[config.mk]
export PLATFORM = sky130hd
export DESIGN_NAME = alu_scheduler_flat
export DESIGN_NICKNAME = d
export VERILOG_FILES = /design/src/rtl/alu_scheduler_if.sv /design/src/rtl/alu_scheduler.sv /design/src/flat_wrapper.sv
export SDC_FILE = /design/constraint.sdc
export NUM_CORES = 1
export LEC_CHECK = 0
export ABC_CLOCK_PERIOD_IN_PS = 10600
export CAP_MARGIN = 30
export CORE_MARGIN = 3
export CORE_UTILIZATION = 35
export DETAILED_ROUTE_END_ITERATION = 10
export GPL_ROUTABILITY_DRIVEN = 0
export PLACE_DENSITY = 0.53
export REMOVE_ABC_BUFFERS = 1
export SLEW_MARGIN = 10
export SYNTH_ARGS = -nofsm -noshare
export SYNTH_HDL_FRONTEND = slang
export SYNTH_SLANG_ARGS = --single-unit
[constraint.sdc]
create_clock -name clk -period 10.6 [get_ports clk]
set_input_delay 1.06 -clock clk [delete_from_list [all_inputs] [get_ports clk]]
set_output_delay 1.06 -clock clk [all_outputs]
set_load 0.02 [all_outputs]
[src/rtl/alu_scheduler_if.sv]
// alu_scheduler_if -- request/response bundle between the control front-end
// and alu_scheduler.
//   req_valid[1:0]     requester i presents an operation on bit i
//   req_ready[1:0]     scheduler accepts requester i (one-hot or zero)
//   reqN_a/b, reqN_uc  operands and ALU opcode of requester N
//   rsp_valid/ready    response handshake (held until consumed)
//   rsp_id             requester that issued the operation
//   rsp_result         ALU result
//   rsp_n/z/c/v/err    ALU flags and illegal-opcode indication
// master = front-end/consumer side, slave = scheduler side.
interface alu_scheduler_if #(
  parameter int WIDTH = 4
);
  logic [1:0]       req_valid;
  logic [1:0]       req_ready;
  logic [WIDTH-1:0] req0_a;
  logic [WIDTH-1:0] req0_b;
  logic [3:0]       req0_uc;
  logic [WIDTH-1:0] req1_a;
  logic [WIDTH-1:0] req1_b;
  logic [3:0]       req1_uc;
  logic             rsp_valid;
  logic             rsp_ready;
  logic             rsp_id;
  logic [WIDTH-1:0] rsp_result;
  logic             rsp_n;
  logic             rsp_z;
  logic             rsp_c;
  logic             rsp_v;
  logic             rsp_err;

  modport master (
    output req_valid, req0_a, req0_b, req0_uc, req1_a, req1_b, req1_uc, rsp_ready,
    input  req_ready, rsp_valid, rsp_id, rsp_result, rsp_n, rsp_z, rsp_c, rsp_v, rsp_err
  );

  modport slave (
    input  req_valid, req0_a, req0_b, req0_uc, req1_a, req1_b, req1_uc, rsp_ready,
    output req_ready, rsp_valid, rsp_id, rsp_result, rsp_n, rsp_z, rsp_c, rsp_v, rsp_err
  );
endinterface

[src/rtl/alu_scheduler.sv]
// alu_scheduler -- shares one combinational ALU between two requesters.
// Round-robin arbitration in IDLE, one EXEC cycle through the ALU, then the
// result is held in RESP until the consumer takes it.
// Ports:
//   clk   rising-edge clock
//   rst   synchronous reset, active-high
//   bus   alu_scheduler_if.slave (request ports, response port)
// Opcodes: 0 add, 1 sub, 2 mul, 3 div, 4 mod, 5 and, 6 or, 7 xor, 8 shl;
// anything above 8 is illegal (result 0, z=1, rsp_err=1).

// Combinational ALU shared by the scheduler.
module alu #(
  parameter int WIDTH = 4
) (
  input  logic [WIDTH-1:0] a,
  input  logic [WIDTH-1:0] b,
  input  logic [3:0]       uc,
  output logic [WIDTH-1:0] result,
  output logic             n,
  output logic             z,
  output logic             c,
  output logic             v
);
  logic [WIDTH:0]     sum;
  logic [2*WIDTH-1:0] prod;

  assign sum  = {1'b0, a} + {1'b0, b};
  assign prod = {{WIDTH{1'b0}}, a} * {{WIDTH{1'b0}}, b};

  always_comb begin
    // NOTE: every output gets a default first so no path leaves one unassigned,
    // which would otherwise infer a latch.
    result = '0;
    n      = 1'b0;
    c      = 1'b0;
    v      = 1'b0;
    case (uc)
      4'd0: begin
        result = sum[WIDTH-1:0];
        c      = sum[WIDTH];
      end
      4'd1: begin
        // Sign-magnitude difference: n flags the borrow.
        if (a < b) begin
          result = b - a;
          n      = 1'b1;
        end else begin
          result = a - b;
        end
      end
      4'd2: begin
        result = prod[WIDTH-1:0];
        c      = prod[WIDTH];
        v      = (32'(prod) > 32'd31);
      end
      4'd3:    result = (b == '0) ? '0 : a / b;
      4'd4:    result = (b == '0) ? '0 : a % b;
      4'd5:    result = a & b;
      4'd6:    result = a | b;
      4'd7:    result = a ^ b;
      4'd8:    result = a << b;
      default: result = '0;
    endcase
    z = (result == '0);
  end
endmodule

module alu_scheduler #(
  parameter int WIDTH = 4
) (
  input logic            clk,
  input logic            rst,
  alu_scheduler_if.slave bus
);
  typedef enum logic [1:0] {IDLE, EXEC, RESP} state_t;

  state_t           state;
  logic             ptr;        // requester that wins the next tie
  logic             gnt_id;
  logic             accept;

  logic [WIDTH-1:0] op_a;
  logic [WIDTH-1:0] op_b;
  logic [3:0]       op_uc;
  logic             op_id;

  logic [WIDTH-1:0] alu_result;
  logic             alu_n, alu_z, alu_c, alu_v;

  logic             rsp_valid_q;
  logic             rsp_id_q;
  logic [WIDTH-1:0] rsp_result_q;
  logic             rsp_n_q, rsp_z_q, rsp_c_q, rsp_v_q, rsp_err_q;

  // A lone requester wins outright; on a tie the pointer decides.
  always_comb begin
    gnt_id = bus.req_valid[1];
    if (bus.req_valid == 2'b11) gnt_id = ptr;
  end

  // Ready is only offered in IDLE so nothing is accepted while an operation
  // or an unconsumed response is in flight; reset masks it as well.
  assign accept        = (state == IDLE) && !rst && (|bus.req_valid);
  assign bus.req_ready = accept ? (gnt_id ? 2'b10 : 2'b01) : 2'b00;

  // NOTE: operand registers are pure datapath, loaded before they are ever
  // read, so they carry no reset.
  always_ff @(posedge clk) begin
    if (accept) begin
      op_a  <= gnt_id ? bus.req1_a  : bus.req0_a;
      op_b  <= gnt_id ? bus.req1_b  : bus.req0_b;
      op_uc <= gnt_id ? bus.req1_uc : bus.req0_uc;
      op_id <= gnt_id;
    end
  end

  alu #(.WIDTH(WIDTH)) u_alu (
    .a      (op_a),
    .b      (op_b),
    .uc     (op_uc),
    .result (alu_result),
    .n      (alu_n),
    .z      (alu_z),
    .c      (alu_c),
    .v      (alu_v)
  );

  // NOTE: all sequential state uses non-blocking assignments so every
  // register samples pre-edge values regardless of statement order.
  always_ff @(posedge clk) begin
    if (rst) begin
      state        <= IDLE;
      ptr          <= 1'b0;
      rsp_valid_q  <= 1'b0;
      rsp_id_q     <= 1'b0;
      rsp_result_q <= '0;
      rsp_n_q      <= 1'b0;
      rsp_z_q      <= 1'b0;
      rsp_c_q      <= 1'b0;
      rsp_v_q      <= 1'b0;
      rsp_err_q    <= 1'b0;
    end else begin
      case (state)
        IDLE: begin
          if (accept) begin
            ptr   <= ~gnt_id;
            state <= EXEC;
          end
        end
        EXEC: begin
          rsp_valid_q  <= 1'b1;
          rsp_id_q     <= op_id;
          rsp_result_q <= alu_result;
          rsp_n_q      <= alu_n;
          rsp_z_q      <= alu_z;
          rsp_c_q      <= alu_c;
          rsp_v_q      <= alu_v;
          rsp_err_q    <= (op_uc > 4'b1000);
          state        <= RESP;
        end
        RESP: begin
          if (bus.rsp_ready) begin
            rsp_valid_q <= 1'b0;
            state       <= IDLE;
          end
        end
        default: state <= IDLE;
      endcase
    end
  end

  assign bus.rsp_valid  = rsp_valid_q;
  assign bus.rsp_id     = rsp_id_q;
  assign bus.rsp_result = rsp_result_q;
  assign bus.rsp_n      = rsp_n_q;
  assign bus.rsp_z      = rsp_z_q;
  assign bus.rsp_c      = rsp_c_q;
  assign bus.rsp_v      = rsp_v_q;
  assign bus.rsp_err    = rsp_err_q;
endmodule

[src/flat_wrapper.sv]
// flat-port wrapper written by rule: the top's interface ports become plain ports
module alu_scheduler_flat 
#(
  parameter int WIDTH = 4
)
  (clk, rst, bus_req_valid, bus_req0_a, bus_req0_b, bus_req0_uc, bus_req1_a, bus_req1_b, bus_req1_uc, bus_rsp_ready, bus_req_ready, bus_rsp_valid, bus_rsp_id, bus_rsp_result, bus_rsp_n, bus_rsp_z, bus_rsp_c, bus_rsp_v, bus_rsp_err);
  alu_scheduler_if #(.WIDTH(WIDTH)) bus_i ();
  input logic clk;
  input logic rst;
  input wire logic [$bits(bus_i.req_valid)-1:0] bus_req_valid;
  input wire logic [$bits(bus_i.req0_a)-1:0] bus_req0_a;
  input wire logic [$bits(bus_i.req0_b)-1:0] bus_req0_b;
  input wire logic [$bits(bus_i.req0_uc)-1:0] bus_req0_uc;
  input wire logic [$bits(bus_i.req1_a)-1:0] bus_req1_a;
  input wire logic [$bits(bus_i.req1_b)-1:0] bus_req1_b;
  input wire logic [$bits(bus_i.req1_uc)-1:0] bus_req1_uc;
  input wire logic [$bits(bus_i.rsp_ready)-1:0] bus_rsp_ready;
  output wire logic [$bits(bus_i.req_ready)-1:0] bus_req_ready;
  output wire logic [$bits(bus_i.rsp_valid)-1:0] bus_rsp_valid;
  output wire logic [$bits(bus_i.rsp_id)-1:0] bus_rsp_id;
  output wire logic [$bits(bus_i.rsp_result)-1:0] bus_rsp_result;
  output wire logic [$bits(bus_i.rsp_n)-1:0] bus_rsp_n;
  output wire logic [$bits(bus_i.rsp_z)-1:0] bus_rsp_z;
  output wire logic [$bits(bus_i.rsp_c)-1:0] bus_rsp_c;
  output wire logic [$bits(bus_i.rsp_v)-1:0] bus_rsp_v;
  output wire logic [$bits(bus_i.rsp_err)-1:0] bus_rsp_err;
  assign bus_i.req_valid = bus_req_valid;
  assign bus_i.req0_a = bus_req0_a;
  assign bus_i.req0_b = bus_req0_b;
  assign bus_i.req0_uc = bus_req0_uc;
  assign bus_i.req1_a = bus_req1_a;
  assign bus_i.req1_b = bus_req1_b;
  assign bus_i.req1_uc = bus_req1_uc;
  assign bus_i.rsp_ready = bus_rsp_ready;
  assign bus_req_ready = bus_i.req_ready;
  assign bus_rsp_valid = bus_i.rsp_valid;
  assign bus_rsp_id = bus_i.rsp_id;
  assign bus_rsp_result = bus_i.rsp_result;
  assign bus_rsp_n = bus_i.rsp_n;
  assign bus_rsp_z = bus_i.rsp_z;
  assign bus_rsp_c = bus_i.rsp_c;
  assign bus_rsp_v = bus_i.rsp_v;
  assign bus_rsp_err = bus_i.rsp_err;
  alu_scheduler #(.WIDTH(WIDTH)) u_core (.clk(clk), .rst(rst), .bus(bus_i));
endmodule
==> results.json, run 1 <==
{
  "max_freq_ghz": 0.182,
  "cts.sink_count": 27,
  "ys_async_rst_share_pct": 0,
  "holdCritStartpoint": "u_core.bus.rsp_err",
  "port-buffer-count": 41,
  "post_route_cells_drive_above_1_share_pct": 4.59,
  "drt_wirelength_um": 7630,
  "power_frac_comb_pct": 47.0,
  "cp_slowest_stage_delay_ps": 660,
  "timing.rr.start": "u_core.op_b[0]",
  "yosysTopAreaCellShare_pct": 17.8,
  "die-width_um": 96.7,
  "grt_start_max_net_pins": 18,
  "avgRoutedWirePerCell_um": 15.5,
  "synth-compound-area-share_pct": 18.6,
  "first_pass_drt_iterations": 6,
  "power.net_switching_uw": 147,
  "synth.top_cells.by_area": "ha_1, edfxtp_1, dfxtp_1",
  "tritoncts": "yes",
  "synth_edf_count": 13,
  "synth-main-ff-cell": "dfxtp_1",
  "placeableCoreArea_mm2": 0.00785,
  "nFillCells": 823,
  "switching_part_of_the_total_pct": 39.6,
  "number_of_levels_in_the_clock_h_tree": 1,
  "io_pins": 42,
  "synth_cells": 357,
  "setup.worst_path.end_class": "register",
  "post-synth-top-count-cell": "nand2_1",
  "grt_antenna_before_repair": 0,
  "leakage_uw": 0.00151,
  "final.setup.tns_ps": 0,
  "post_synth_num_cell_types": 55,
  "layout-area-overhead-vs-synth_pct": 19.1,
  "ctsHoldBuffers": 0,
  "timing.setup.critical_path_class": "reg -> reg",
  "p_clk_share_pct": 16.8,
  "finish.cell_count_without_fillers": 494,
  "grtUsageTotal_pct": 16.4,
  "final_core_utilization_pct": 43.7,
  "timing_max_transition_violations_final": 0,
  "die_outline_area_mm2": 0.00936,
  "n_antenna_cell": 0,
  "num_vias": 2596,
  "cp.required_ps": 10790,
  "route.detailed.drc": 0,
  "grt_setup_unrepaired": "no",
  "grt_pass1_wl_um": 12800,
  "placementRows": 32,
  "timing.final.crit_period_ps": 5490,
  "depth_of_the_worst_register_to_register_path": 22,
  "worst_hold_path.num_cells": 2,
  "post_synth_fa_ha_maj_area_fraction_pct": 23.4,
  "most_frequent_cell_on_the_critical_path": "ha_1",
  "timing.critical_path.arrival_ps": 5680,
  "synth_sequential_area_ratio_pct": 23.3,
  "post-cts-setup-buffer-count": 0,
  "max-vdd-ir-drop_mv": 0.0503,
  "tightest_slew_ps": 745,
  "dpl.cell_count": 490,
  "run_status": "finished, final reports clean",
  "period_utilisation_layout_pct": 51.8,
  "mapped_area_mm2": 0.00288,
  "setup_viol": 0,
  "clock_path_buffers": 2,
  "place_hpwl_um": 6170,
  "cpMaxStageDelayCell": "edfxtp_1",
  "initial_core_util_pct": 36.7,
  "cell_internal_pwr_uw": 225,
  "worstSkewPairLatency_ps": 280,
  "max-cap-violations": 0,
  "cts_made_buffers": 3,
  "ys_warn_count": 0,
  "synth_simple_gate_area_share_pct": 22.2,
  "vias_in_the_first_global_route": 2606,
  "drt-initial-drc-count": 208,
  "design_power_total_uw": 372,
  "critical_path.cell_chain": "inv_2 > ha_1 > a21oi_1 > ha_1 > o21a_1 > o21ai_1 > nor2_1 > a21oi_1 > inv_1 > ha_1 > nor2_1 > a211oi_2 > nand3b_1 > nand2_1 > ha_1 > nand2_1 > a21oi_1 > a211oi_4 > a311oi_1 > a2111oi_0 > nand3_1 > o32ai_2",
  "synth_top_family_by_area": "adder cells",
  "critPathLaunchType": "register",
  "worst_slew_margin_rel_pct": 49.0,
  "worst_setup_hold_path_clk_slew_ps": 100,
  "synth.cells.most_frequent": "nand2_1, ha_1, nor2_1",
  "power.sequential.fraction_pct": 36.1,
  "die_y_um": 96.7,
  "synth.largest_area_cell": "ha_1",
  "post_synth.cell_area_avg_um2": 8.07,
  "critical_path.max_fanout": 13,
  "post_synth_xor_area_fraction_pct": 2.74,
  "regToRegSetupSlack_ps": 5110,
  "timing.clock.skew_ps": 6.17,
  "min-delay-path-class": "reg -> reg",
  "hold-path-endpoint": "u_core.bus.rsp_err",
  "routed_via_density": 5.26,
  "grt-ovfl-total": 0,
  "post_cts.resized_instances": 0,
  "cellPowerDensity_mw_per_mm2": 109,
  "final_nets": 471,
  "synth_seq_cells": 27,
  "muxShareOfSynthArea_pct": 3.56,
  "report.final.hold_viol_count": 0,
  "r2r_end": "u_core.bus.rsp_z",
  "drtAntennaViolNets": 0,
  "clockRootBuffer": "clkbuf_8"
}
-- power groups by stage --
stage	sequential (uW)	clock, uW	combinational, uW
detailed placement	137	0	175
global route	136	70.2	196
floorplan	136	0	119
finish	134	62.7	175
CTS	134	66.1	175
global placement	137	0	175
-- layout by cell type (no fill, tap or decap), types with 3 or more instances in the layout --
cell type / netlist / layout
nand3_1: 5 / 5
ha_1: 41 / 41
fa_1: 8 / 8
inv_1: 30 / 30
a2111oi_0: 4 / 4
clkdlybuf4s50_1: 0 / 41
a21o_1: 3 / 3
dfxtp_1: 14 / 14
nor2b_1: 3 / 3
or3_1: 3 / 3
o21ai_0: 11 / 11
nand2b_1: 8 / 8
edfxtp_1: 13 / 13
clkbuf_8: 0 / 3
xor2_1: 4 / 4
mux2i_1: 8 / 8
a21oi_1: 27 / 27
nand2_1: 61 / 61
o21bai_1: 3 / 3
xnor2_1: 5 / 5
nor4_1: 4 / 3
o22ai_1: 5 / 5
nor3_1: 7 / 7
nor2_1: 37 / 37
-- critical path: cells and delay by family, from the launching register on --
family                     cells  cell delay, ps
and+or+nand+nor                6             660
adders and majority gates      4            1290
AOI/OAI and AO/OA             10            2520
DFF                            1             660
buffers and inverters          2             250
-- layout make-up --
type / instances / area [um2] / area share [%]
tap: 102 / 128 / 3.72
inverter: 32 / 120 / 3.50
multi-input combinational: 286 / 2040 / 59.4
timing repair buffer: 43 / 425 / 12.4
clock buffer: 3 / 41.3 / 1.20
clock inverter: 1 / 8.76 / 0.255
sequential: 27 / 671 / 19.5
-- worst max-delay path by stage --
| stage | from | end | slack [ps] | cells after the start |
|---|---|---|---|---|
| 2_1_floorplan | u_core.op_b[0] | u_core.bus.rsp_z | 5950 | 22 |
| 3_3_place_gp | u_core.op_b[0] | u_core.bus.rsp_z | 5460 | 22 |
| 3_5_place_dp | u_core.op_b[0] | u_core.bus.rsp_z | 5190 | 22 |
| 4_1_cts | u_core.op_b[0] | u_core.bus.rsp_z | 5140 | 22 |
| 5_1_grt | u_core.op_b[0] | u_core.bus.rsp_z | 4580 | 22 |
| 6_report | u_core.op_b[0] | u_core.bus.rsp_z | 5110 | 22 |
-- flip-flops by register name, summed over array words and instances (netlist names), 2 cells and up --
name                   cells
u_core.bus.rsp_result      4
u_core.op_a                4
u_core.op_b                4
u_core.op_uc               4
u_core.state               2
-- cell families (layout without fill, tap and decap cells) --
group / count (synthesis) / count (layout)
adders and majority gates: 49 / 49
and+or+nand+nor: 139 / 139
xor gates and xnor gates: 9 / 9
buffers and inverters: 44 / 79
DFF: 27 / 27
AOI/OAI and AO/OA: 79 / 79
muxes: 10 / 10
-- per-stage QoR --
step	hold WS (ps)	worst slack (ps)	cell area [um2]
global placement	451	5460	3380
detailed placement	453	5190	3380
global route	490	4580	3430
finish	460	5110	3430
CTS	467	5140	3430
floorplan	471	5950	2820
-- routing by layer --
metal  vias to the layer above  share of wire, %  GRT usage (%)
met4                         0              0.97           4.32
li1                       1312                 -              -
met3                        10               6.9           2.52
met2                        93                46           26.4
met5                         -                 0              0
met1                      1181                46           22.8
Note: power is estimated with default switching activity, not from simulation.
==> run 2: changes to the inputs <==
--- a/config.mk
+++ b/config.mk
@@ -5,7 +5,7 @@
 export SDC_FILE = /design/constraint.sdc
 export NUM_CORES = 1
 export LEC_CHECK = 0
-export ABC_CLOCK_PERIOD_IN_PS = 10600
+export ABC_CLOCK_PERIOD_IN_PS = 5650
 export CAP_MARGIN = 30
 export CORE_MARGIN = 3
 export CORE_UTILIZATION = 35
==> constraint.sdc (replaced) <==
create_clock -name clk -period 5.65 [get_ports clk]
set_input_delay 0.565 -clock clk [delete_from_list [all_inputs] [get_ports clk]]
set_output_delay 0.565 -clock clk [all_outputs]
set_load 0.02 [all_outputs]
==> run 2 against run 1 <==
Compared with the run above: register-to-register slack lost 4500 ps; cell area increased by 1.2%; sequential power rose by 84%; worst hold slack is essentially flat; clock skew shrank 2.0 ps; flip-flop and latch count unchanged; final cell count grew 1.0%; combinational power grew 93%; sequential share of layout area decreased by 0.23 points; non-clock buffer count is 5 higher; critical path depth did not move; first-iteration DRC count rose by 6.3%; largest power group unchanged.
==> results.json, run 2 (synthesis results as in run 1) <==
{
  "run_status": "finished, final reports clean",
  "post-cts-setup-buffer-count": 0,
  "layout-area-overhead-vs-synth_pct": 20.5,
  "cpMaxStageDelayCell": "edfxtp_1",
  "top_layer": "met4",
  "routed_via_density": 5.13,
  "initial_core_util_pct": 36.7,
  "grtUsageTotal_pct": 16.3,
  "cp_slowest_stage_delay_ps": 540,
  "cts.sink_count": 27,
  "placeableCoreArea_mm2": 0.00785,
  "io_pins": 42,
  "hold-path-endpoint": "u_core.bus.rsp_err",
  "die-width_um": 96.7,
  "cts_made_buffers": 3,
  "critical_path.cell_chain": "nor3_4 > a21oi_1 > a21oi_1 > ha_1 > o21a_1 > o21ai_1 > nor2_1 > a21oi_1 > inv_1 > ha_1 > nor2_1 > a211oi_2 > nand3b_1 > nand2_1 > ha_1 > nand2_1 > a21oi_1 > a211oi_4 > a311oi_1 > a2111oi_1 > nand3_1 > o32ai_2",
  "vias_in_the_first_global_route": 2647,
  "critPathLaunchType": "register",
  "most_frequent_cell_on_the_critical_path": "a21oi_1",
  "worst_setup_hold_path_clk_slew_ps": 100,
  "grt_start_max_net_pins": 18,
  "num_vias": 2560,
  "cp.required_ps": 5850,
  "max-vdd-ir-drop_mv": 0.0836,
  "drtAntennaViolNets": 0,
  "die_outline_area_mm2": 0.00936,
  "worst_slew_margin_rel_pct": 52.5,
  "timing.setup.critical_path_class": "reg -> reg",
  "drt-initial-drc-count": 221,
  "critical-path-top-delay-family": "compound AO/OA/AOI/OAI gates",
  "timing.clock.skew_ps": 4.18,
  "timing.rr.start": "u_core.op_b[1]",
  "ctsHoldBuffers": 0,
  "final_cell_mix": "nand2_1, ha_1, clkdlybuf4s50_1",
  "grt_antenna_before_repair": 0,
  "final.setup.tns_ps": 0,
  "max_freq_ghz": 0.197,
  "cellPowerDensity_mw_per_mm2": 202,
  "worstSkewPairLatency_ps": 280,
  "setup_viol": 0,
  "tritoncts": "yes",
  "clockRootBuffer": "clkbuf_8",
  "leakage_uw": 0.00154,
  "post_route_cells_drive_above_1_share_pct": 5.79,
  "regToRegSetupSlack_ps": 580,
  "dpl.cell_count": 495,
  "final_nets": 476,
  "tightest_slew_ps": 712,
  "place_hpwl_um": 6170,
  "route.detailed.drc": 0,
  "worst_hold_path.num_cells": 2,
  "grt_pass1_wl_um": 12800,
  "setup.worst_path.end_class": "register",
  "detail_route.wirelength.met1_um": 3610,
  "report.final.hold_viol_count": 0,
  "grt-ovfl-total": 0,
  "min-delay-path-class": "reg -> reg",
  "clock_path_buffers": 2,
  "drt_wirelength_um": 7580,
  "die_y_um": 96.7,
  "number_of_levels_in_the_clock_h_tree": 1,
  "grt_setup_unrepaired": "no",
  "timing.critical_path.arrival_ps": 5260,
  "n_antenna_cell": 0,
  "avgRoutedWirePerCell_um": 15.2,
  "timing_max_transition_violations_final": 0,
  "holdCritStartpoint": "u_core.bus.rsp_err",
  "critical_path.max_fanout": 6,
  "depth_of_the_worst_register_to_register_path": 22,
  "timing.final.crit_period_ps": 5070,
  "met2WireLength_um": 3540,
  "max-cap-violations": 0,
  "r2r_end": "u_core.bus.rsp_z",
  "nFillCells": 834,
  "placementRows": 32,
  "finish.cell_count_without_fillers": 499,
  "route.met3.wl_um": 299,
  "port-buffer-count": 41,
  "most_common_cell_after_layout_fill_and_taps_aside": "nand2_1",
  "first_pass_drt_iterations": 4,
  "crit_buf_inv": 1,
  "period_utilisation_layout_pct": 89.6
}
run 2: cell types whose count changed in the layout (fill, tap and decap cells not counted), sizes merged:
cell	change
buf	+5
run 2: power breakdown:
part,internal (uW),leakage (uW),switching (uW),total [uW]
Combinational,151,0.00127,186,337
Clock,51.8,0.0000261,65.2,117
Sequential,224,0.000238,23.4,247
run 2: worst max-delay path by stage:
stage	start	end	slack [ps]	depth (start not counted)
finish	u_core.op_b[1]	u_core.bus.rsp_z	580	22
detailed placement	u_core.op_b[1]	u_core.bus.rsp_z	570	23
global placement	u_core.op_b[1]	u_core.bus.rsp_z	690	23
global route	u_core.op_b[1]	u_core.bus.rsp_z	40	22
floorplan	u_core.op_b[0]	u_core.bus.rsp_z	1000	22
CTS	u_core.op_b[1]	u_core.bus.rsp_z	530	23
run 2: what timing repair did:
item | in CTS | in global routing
gates resized for setup | 0 | 2
endpoints found under the hold margin | 0 | 0
endpoints found under the setup margin | 0 | 1
run 2: layout make-up:
class | instances | area, um2 | area share [%]
Sequential cell | 27 | 671 | 19.3
Timing Repair Buffer | 48 | 463 | 13.3
Clock inverter | 1 | 8.76 | 0.252
Inverter | 32 | 120 | 3.46
Tap cell | 102 | 128 | 3.68
Multi-Input combinational cell | 286 | 2040 | 58.8
Clock buffer | 3 | 41.3 | 1.19
run 2: per-stage QoR:
stage	power (uW)	worst slack [ps]	util (%)	hold slack, ps	cell area [um2]
final	701	585	44.2	461	3470
after global routing	758	40.4	44.2	483	3470
after CTS	707	526	44.2	464	3470
after detailed placement	588	566	43.6	448	3420
after global placement	587	689	43.6	449	3420
after floorplan	478	999	-	471	2820
run 2: tightest hold or removal path, stage by stage (launching register included):
cell and delay [ps]:
dfxtp_1 320, nand2_1 50, a21oi_1 50
run 2: routing by layer:
metal / global-route usage [%] / vias up
li1: - / 1325
met1: 22.0 / 1163
met2: 27.7 / 62
met3: 2.24 / 10
met4: 4.00 / 0
met5: 0 / -
==> run 3: changes to the inputs <==
--- a/config.mk
+++ b/config.mk
@@ -5,13 +5,14 @@
 export SDC_FILE = /design/constraint.sdc
 export NUM_CORES = 1
 export LEC_CHECK = 0
+export ABC_AREA = 1
 export ABC_CLOCK_PERIOD_IN_PS = 5650
 export CAP_MARGIN = 30
 export CORE_MARGIN = 3
 export CORE_UTILIZATION = 35
 export DETAILED_ROUTE_END_ITERATION = 10
 export GPL_ROUTABILITY_DRIVEN = 0
-export PLACE_DENSITY = 0.53
+export PLACE_DENSITY = 0.52
 export REMOVE_ABC_BUFFERS = 1
 export SLEW_MARGIN = 10
 export SYNTH_ARGS = -nofsm -noshare
==> run 3 against run 2 <==
Compared with the run above: global-route usage barely moved; power rose by 2.7%; combinational power rose by 6%; worst hold slack improved by 23 ps; non-clock buffer count fell by 2; area after synthesis rose by 0.48%; worst setup slack improved by 140 ps; clock skew fell by 1.2 ps.
==> results.json, run 3 <==
{
  "run_status": "finished, final reports clean",
  "most_frequent_cell_on_the_critical_path": "nand2_1",
  "grt-ovfl-total": 0,
  "post-synth-top-count-cell": "nand2_1",
  "leakage_uw": 0.00178,
  "place_hpwl_um": 6200,
  "final_cell_mix": "nand2_1, inv_1, nor2_1, ha_1, clkdlybuf4s50_1",
  "grt_start_max_net_pins": 18,
  "grtUsageTotal_pct": 16.4,
  "cp.required_ps": 5870,
  "routed_via_density": 4.80,
  "cts_made_buffers": 3,
  "avgRoutedWirePerCell_um": 13.1,
  "num_vias": 2744,
  "synth.top_cells.by_area": "ha_1, nand2_1, edfxtp_1",
  "final_core_utilization_pct": 44.5,
  "min-delay-path-class": "reg -> reg",
  "ys_async_rst_share_pct": 0,
  "max-vdd-ir-drop_mv": 0.0817,
  "grt_pass1_wl_um": 12900,
  "seqCellArea_um2": 671,
  "timing.setup.critical_path_class": "reg -> reg",
  "tightest_slew_ps": 588,
  "mapped_area_mm2": 0.00290,
  "worst_slew_margin_rel_pct": 60.5,
  "n_antenna_cell": 0,
  "nFillCells": 828,
  "grt_antenna_before_repair": 0,
  "drt_wirelength_um": 7490,
  "grt_setup_unrepaired": "no",
  "multi_input_area_mm2": 0.00197,
  "post_cts.resized_instances": 0,
  "ctsHoldBuffers": 0,
  "max_freq_ghz": 0.203,
  "port-buffer-count": 41,
  "cpMaxStageDelayCell": "fa_1",
  "report.final.hold_viol_count": 0,
  "synth_seq_cells": 27,
  "critical_path.max_fanout": 9,
  "die-width_um": 97.0,
  "initial_core_util_pct": 36.7,
  "clock_path_buffers": 2,
  "die_outline_area_mm2": 0.00940,
  "clockRootBuffer": "clkbuf_8",
  "first_pass_drt_iterations": 4,
  "synth_edf_count": 13,
  "placementRows": 32,
  "cts.sink_count": 27,
  "worst_setup_hold_path_clk_slew_ps": 100,
  "most_common_cell_after_layout_fill_and_taps_aside": "nand2_1",
  "timing.clock.skew_ps": 3.01,
  "die_y_um": 97.0,
  "worstSkewPairLatency_ps": 280,
  "setup.worst_path.end_class": "register",
  "synth.largest_area_cell": "ha_1",
  "synth_cells": 425,
  "cellPowerDensity_mw_per_mm2": 205,
  "layout-area-overhead-vs-synth_pct": 21.1,
  "regToRegSetupSlack_ps": 720,
  "number_of_levels_in_the_clock_h_tree": 1,
  "ys_warn_count": 0,
  "vias_in_the_first_global_route": 2731,
  "post_route_cells_drive_above_1_share_pct": 5.32,
  "post_synth.cell_area_avg_um2": 6.81,
  "period_utilisation_layout_pct": 87.3,
  "critPathLaunchType": "register",
  "io_pins": 42,
  "synth_sequential_area_ratio_pct": 23.2,
  "tritoncts": "yes",
  "post-cts-setup-buffer-count": 0,
  "drtAntennaViolNets": 0,
  "synth-main-ff-cell": "dfxtp_1",
  "synth.cells.most_frequent": "nand2_1, inv_1, ha_1, nor2_1, nand3_1",
  "drt-initial-drc-count": 123,
  "timing_max_transition_violations_final": 0,
  "final_nets": 549,
  "timing.critical_path.arrival_ps": 5150,
  "cp_slowest_stage_delay_ps": 420,
  "timing.final.crit_period_ps": 4930,
  "placeableCoreArea_mm2": 0.00789,
  "yosysTopAreaCellShare_pct": 17.7,
  "max-cap-violations": 0,
  "route.detailed.drc": 0,
  "final.setup.tns_ps": 0,
  "post_synth_num_cell_types": 32,
  "setup_viol": 0
}
-- run 3: cell count changes after synthesis, moves of 4 or more --
cell | before | now
nand2_1 | 61 | 124
nand3_1 | 5 | 36
inv_1 | 30 | 60
o21ai_0 | 11 | 20
a21oi_1 | 27 | 19
mux2i_1 | 8 | 0
nand2b_1 | 8 | 0
buf_2 | 6 | 1
o22ai_1 | 5 | 0
a2111oi_0 | 4 | 0
nor2_1 | 37 | 41
-- run 3: final cells by class --
| class | instances | area share [%] |
|---|---|---|
| timing repair buffer | 46 | 12.8 |
| clock buffer | 3 | 1.18 |
| clock inverter | 1 | 0.250 |
| sequential | 27 | 19.1 |
| tap | 102 | 3.64 |
| inverter | 64 | 6.85 |
| multi-input combinational | 329 | 56.2 |
-- run 3: logic make-up after synthesis --
logic type	after synthesis	share of synthesized area, %
AO/OA/AOI/OAI	48	9.21
XOR/XNOR	7	2.12
adder cells (fa/ha/maj)	49	23.2
buffers and inverters	69	8.99
flip-flops	27	23.2
AND/OR/NAND/NOR	225	33.3
-- run 3: routing by layer --
metal	up-vias	track usage [%]	routed length, um
li1	1459	-	-
met1	1222	21.6	3580
met2	55	28.8	3590
met3	8	2.16	255
met4	0	2.70	61
met5	-	0	0
-- run 3: critical path: cells and delay by family (launching register included) --
kind                     cells  cell delay, ps
adder cells (fa/ha/maj)      4            1370
flip-flops                   1             400
AND/OR/NAND/NOR             26            2330
buffers and inverters        7             640
AO/OA/AOI/OAI                1             100
-- run 3: power breakdown --
group          switching [uW]  internal, uW
registers                19.2           226
clock network            66.9          51.9
logic                     209           147
total                     295           425
-- run 3: stage by stage --
stage / hold WS, ps / std cells / total power (uW) / worst slack [ps] / cell area (um2)
6_report: 483 / 572 / 720 / 720 / 3510
5_1_grt: 495 / 572 / 787 / 179 / 3510
4_1_cts: 487 / 572 / 727 / 708 / 3510
3_5_place_dp: 466 / 568 / 606 / 750 / 3460
3_3_place_gp: 462 / 568 / 605 / 953 / 3460
2_1_floorplan: 420 / 420 / 494 / 1030 / 2880
-- run 3: path summary, 6_finish.rpt --
check | cells after the start | to | startpoint
max reg2reg | 38 | u_core.bus.rsp_z | u_core.op_b[0]
min reg2reg | 2 | u_core.ptr | u_core.ptr
min | 2 | u_core.ptr | u_core.ptr
max | 38 | u_core.bus.rsp_z | u_core.op_b[0]
